### config.mk
export PLATFORM = sky130hd
export DESIGN_NAME = multiboot_arbiter
export DESIGN_NICKNAME = d
export VERILOG_FILES = /design/src/rtl/multiboot_arbiter.sv
export SDC_FILE = /design/constraint.sdc
export NUM_CORES = 1
export LEC_CHECK = 0
export BUFFER_PORTS_ARGS = -buffer_cell sky130_fd_sc_hd__buf_2
export CAP_MARGIN = 0
export CORE_ASPECT_RATIO = 1.4
export CORE_MARGIN = 2
export CORE_UTILIZATION = 45
export CTS_CLUSTER_DIAMETER = 100
export DETAILED_ROUTE_END_ITERATION = 10
export GPL_ROUTABILITY_DRIVEN = 0
export PLACE_DENSITY_LB_ADDON = 0.1
export SLEW_MARGIN = 20
export SYNTH_ARGS = -nofsm -noshare
export SYNTH_HDL_FRONTEND = slang
export SYNTH_SLANG_ARGS = --single-unit
### constraint.sdc
create_clock -name CLK -period 3.4 [get_ports CLK]
set_clock_uncertainty 0.1 [all_clocks]
set_input_delay 0.68 -clock CLK [delete_from_list [all_inputs] [get_ports CLK]]
set_output_delay 0.68 -clock CLK [all_outputs]
set_load 0.005 [all_outputs]
### src/rtl/multiboot_arbiter.sv
//------------------------------------------------------------------------------
// Module      : multiboot_arbiter
// Description : Fixed-priority arbiter for the Spartan-6 ICAP multiboot path.
//               Queues edge-triggered reboot requests, loads spi_addr, waits
//               SETTLE cycles, pulses MBT_REBOOT, then holds off for HOLDOFF.
//               Optional MBT_LOCK_EN adds a lock input that inhibits grants.
// Revision    : 1.0 - initial release
//------------------------------------------------------------------------------
`default_nettype none

module multiboot_arbiter #(
    parameter int          NREQ         = 4,
    parameter logic [23:0] DEFAULT_ADDR = 24'h058000,
    parameter int          SETTLE       = 4,
    parameter int          HOLDOFF      = 32
) (
    input  logic                CLK,
    input  logic                MBT_RESET,
    input  logic [NREQ-1:0]     req,
    input  logic [24*NREQ-1:0]  req_addr,
`ifdef MBT_LOCK_EN
    input  logic                lock,
`endif
    output logic [NREQ-1:0]     grant,
    output logic                busy,
    output logic                MBT_REBOOT,
    output logic [23:0]         spi_addr
);

    localparam int C_CNT_MAX = (SETTLE > HOLDOFF) ? SETTLE : HOLDOFF;
    localparam int C_CW      = $clog2(C_CNT_MAX);
    localparam int C_SW      = $clog2(NREQ);

    typedef enum logic [1:0] {
        ST_IDLE   = 2'd0,
        ST_SETTLE = 2'd1,
        ST_FIRE   = 2'd2,
        ST_HOLD   = 2'd3
    } state_t;

    state_t            r_state;
    logic [C_CW-1:0]   r_cnt;
    logic [NREQ-1:0]   r_req_q;
    logic [NREQ-1:0]   r_pending;

    logic [NREQ-1:0]   w_edge;
    logic [C_SW-1:0]   w_sel;
    logic [NREQ-1:0]   w_onehot;
    logic [NREQ-1:0]   w_clr;
    logic [23:0]       w_addr;
    logic              w_permit;
    logic              w_take;

`ifdef MBT_LOCK_EN
    assign w_permit = ~lock;
`else
    assign w_permit = 1'b1;
`endif

    assign w_edge = req & ~r_req_q;

    // Lowest pending index wins: scan downwards so the last hit is the lowest.
    always_comb begin
        w_sel = '0;
        for (int i = NREQ - 1; i >= 0; i--) begin
            if (r_pending[i]) begin
                w_sel = C_SW'(i);
            end
        end
    end

    always_comb begin
        w_onehot        = '0;
        w_onehot[w_sel] = 1'b1;
    end

    always_comb begin
        w_addr = req_addr[23:0];
        for (int i = 0; i < NREQ; i++) begin
            if (C_SW'(i) == w_sel) begin
                w_addr = req_addr[24*i +: 24];
            end
        end
    end

    assign w_take = (r_state == ST_IDLE) && (|r_pending) && w_permit;
    assign w_clr  = w_take ? w_onehot : '0;

    always_ff @(posedge CLK) begin
        if (MBT_RESET) begin
            r_state    <= ST_IDLE;
            r_cnt      <= '0;
            r_req_q    <= '0;
            r_pending  <= '0;
            grant      <= '0;
            busy       <= 1'b0;
            MBT_REBOOT <= 1'b0;
            spi_addr   <= DEFAULT_ADDR;
        end else begin
            r_req_q    <= req;
            // A new edge on the bit being granted re-queues it.
            r_pending  <= (r_pending & ~w_clr) | w_edge;
            grant      <= '0;
            MBT_REBOOT <= 1'b0;

            case (r_state)
                ST_IDLE: begin
                    if (w_take) begin
                        r_state  <= ST_SETTLE;
                        spi_addr <= w_addr;
                        grant    <= w_onehot;
                        busy     <= 1'b1;
                        r_cnt    <= C_CW'(SETTLE - 1);
                    end
                end
                ST_SETTLE: begin
                    if (r_cnt == '0) begin
                        r_state    <= ST_FIRE;
                        MBT_REBOOT <= 1'b1;
                    end else begin
                        r_cnt <= r_cnt - C_CW'(1);
                    end
                end
                ST_FIRE: begin
                    r_state <= ST_HOLD;
                    r_cnt   <= C_CW'(HOLDOFF - 1);
                end
                ST_HOLD: begin
                    if (r_cnt == '0) begin
                        r_state <= ST_IDLE;
                        busy    <= 1'b0;
                    end else begin
                        r_cnt <= r_cnt - C_CW'(1);
                    end
                end
                default: begin
                    r_state <= ST_IDLE;
                    busy    <= 1'b0;
                end
            endcase
        end
    end

endmodule

`default_nettype wire

==> results.ini <==
[route]
vias=2410
viasPerCell=5.332
ant_nets=0
firstDrtPassIters=4
drt_wl_total_um=6553
drc=0
drt-initial-drc-count=107
wl_per_cell_um=14.50

[sta]
finalCritPeriodShare_pct=78.83
fin_tns_setup_ns=0
maxSlewHeadroom_pct=29.99
worst-slew-pin-transition_ns=1.050
finalHoldViolations=0
rsz0062_at_grt=no
layout_min_cycle_time_ns=2.680
worst_slack_ns=0.7198
max_freq_ghz=0.3731
setup_viol=0
slew_violations=0

[floorplanning]
dieArea_um2=6129
die_x_um=66.74
start_util_pct=45.88
coreArea_um2=5405
rows=32
die_h_um=91.84
ios=132

[synth]
async_flop_share_pct=0
synth.area.top_cells=dfxtp_1, mux2i_1, a22oi_1
yosysSeqAreaShare_pct=36.33
synthTopCellsByCount=dfxtp_1, nor2_1, mux2i_1
syn-num-nets=371
yosys.area.top_type_share_pct=36.33
synth_area_per_cell_um2=9.393
syn_area_um2=2480
synthFlopType=dfxtp_1
ys_ff_latch=45
yosysMostFrequentCell=dfxtp_1
syn_inst=264
synth_top_area_cell=dfxtp_1
synth_edf_count=0
ys_types=39
synth_warnings=0

[clock_tree]
insertion_delay_ns=0.30
clkTransAtPathRegs_ns=0.08
cts_max_path_buffers=2
hold_buffers=0
cts_resized=0
h-tree-depth=2
cts_tree=yes
cts_made_buffers=5
cts_root_buf=clkbuf_8
postCtsSetupBuffers=0
clock-sinks=45

[power]
p_per_area_nw_per_um2=632.4
p_leak_nw=1.482
ir_drop_mv=0.2648

[global_routing]
grt_pass1_wl_um=10470
antenna_found_initial=0
first_global_vias=2307
grt_max_degree=41
globalRouteTotalUtil_pct=22.31
overflow=0

[place]
dp_hpwl_um=4857
port_buffers=131
place_ws_ns=0.7417
dpl.cell_count=445

[final_layout]
multi_input_area_um2=1443
antennaDiodeCount=0
regArea_um2=900.9
fill_cells=512
final_layout_size_suffix_gt1_share_pct=44.53
nets=491
syn_to_final_growth_pct=30.83
final_cell_count_no_fill=452

[critical_path]
critical_path_class=reg -> reg
worstSetupEndpointType=flip-flop
critPathMaxStageDelay_ns=0.50
critPathLaunch=r_state[0]
path_cells=inv_1, ha_1, or3b_4, nor3b_4, buf_12, a22oi_1, a21oi_2
path_buf_inv=2
cp_max_fo=16
r2r_start=r_state[0]
critPathTopFamily=simple AND/OR/NAND/NOR gates
cp-start-kind=flip-flop
critPathArrivalTime_ns=2.80
worst_path_max_delay_cell=nor3b_4
required_ns=3.52

[run_status]
status=completed

[flow_run]
drv_cap=0

[worst_hold_path]
hp-start=busy
worstHoldPathType=reg -> reg

[sequential cells by signal (all words and copies together), names as in the netlist]
signal      count
spi_addr       24
r_pending       4
r_req_q         4
r_state         2
MBT_REBOOT      1
r_cnt           5
busy            1
grant           4
[kinds of logic after synthesis]
group | count (synthesis) | share of synthesized area [%]
and+or+nand+nor | 61 | 13.62
buffers and inverters | 28 | 6.357
muxes | 29 | 11.86
AOI/OAI and AO/OA | 96 | 29.31
adders and majority gates | 5 | 2.523
DFF | 45 | 36.33
[cell usage in the layout (no fill, tap or decap), types with 2 or more instances in the layout]
| cell type | Yosys | routed |
|---|---|---|
| dfxtp_1 | 45 | 45 |
| a221oi_1 | 3 | 3 |
| o21ai_0 | 10 | 10 |
| nor2b_1 | 8 | 7 |
| nand2_1 | 3 | 3 |
| inv_1 | 7 | 7 |
| mux2_2 | 3 | 3 |
| ha_1 | 5 | 5 |
| buf_12 | 0 | 2 |
| a21oi_2 | 20 | 20 |
| buf_2 | 2 | 131 |
| a22oi_1 | 25 | 25 |
| nor2_1 | 30 | 30 |
| clkbuf_8 | 0 | 6 |
| nor3b_1 | 5 | 5 |
| mux2i_1 | 26 | 26 |
| nand2b_1 | 3 | 3 |
| a21oi_1 | 11 | 11 |
| a211o_1 | 21 | 21 |
| nor3_1 | 2 | 2 |
[per-stage QoR]
step | area (um^2) | hold WS, ns | util [%] | total power, W
finish | 3244 | 0.3901 | 60.02 | 0.002052
global route | 3244 | 0.4054 | 60.02 | 0.002219
CTS | 3244 | 0.3922 | 60.02 | 0.002073
detailed placement | 3158 | 0.3810 | 58.43 | 0.001732
global placement | 3158 | 0.3615 | 58.43 | 0.001719
floorplan | 2480 | 0.3450 | - | 0.001428
[worst reg2reg max path, cell delays in order, from the launching register on]
cell,delay [ns]
dfxtp_1,0.40
inv_1,0.19
ha_1,0.43
or3b_4,0.47
nor3b_4,0.50
buf_12,0.22
a22oi_1,0.11
a21oi_2,0.20
[layer usage]
layer,global-route usage [%],share of wire (%),vias up
met5,0,0,-
met1,24.86,39,1109
li1,-,-,1210
met4,8.503,2.0,0
met2,40.17,53,81
met3,4.785,6.1,10
[path summary, 6_finish.rpt]
check / end / slack, ns / depth (start not counted)
hold reg to reg: busy / 0.39 / 2
setup / recovery: spi_addr[3] / 0.72 / 7
setup reg to reg: spi_addr[3] / 0.72 / 7
hold / removal: busy / 0.39 / 2
[layout make-up]
| type | count | share of cell area (%) |
|---|---|---|
| timing repair buffer | 134 | 21.67 |
| multi-input combinational | 191 | 44.47 |
| clock buffer | 7 | 2.661 |
| tap | 68 | 2.622 |
| inverter | 7 | 0.8099 |
| sequential | 45 | 27.77 |
[report_power, final]
part / switching (W) / internal, W / leakage, nW
logic: 0.000507 / 0.000438 / 1.07
clock network: 0.000168 / 0.000161 / 0.0443
registers: 0.000105 / 0.000672 / 0.371
No activity file was read; power rests on OpenSTA's default activity.
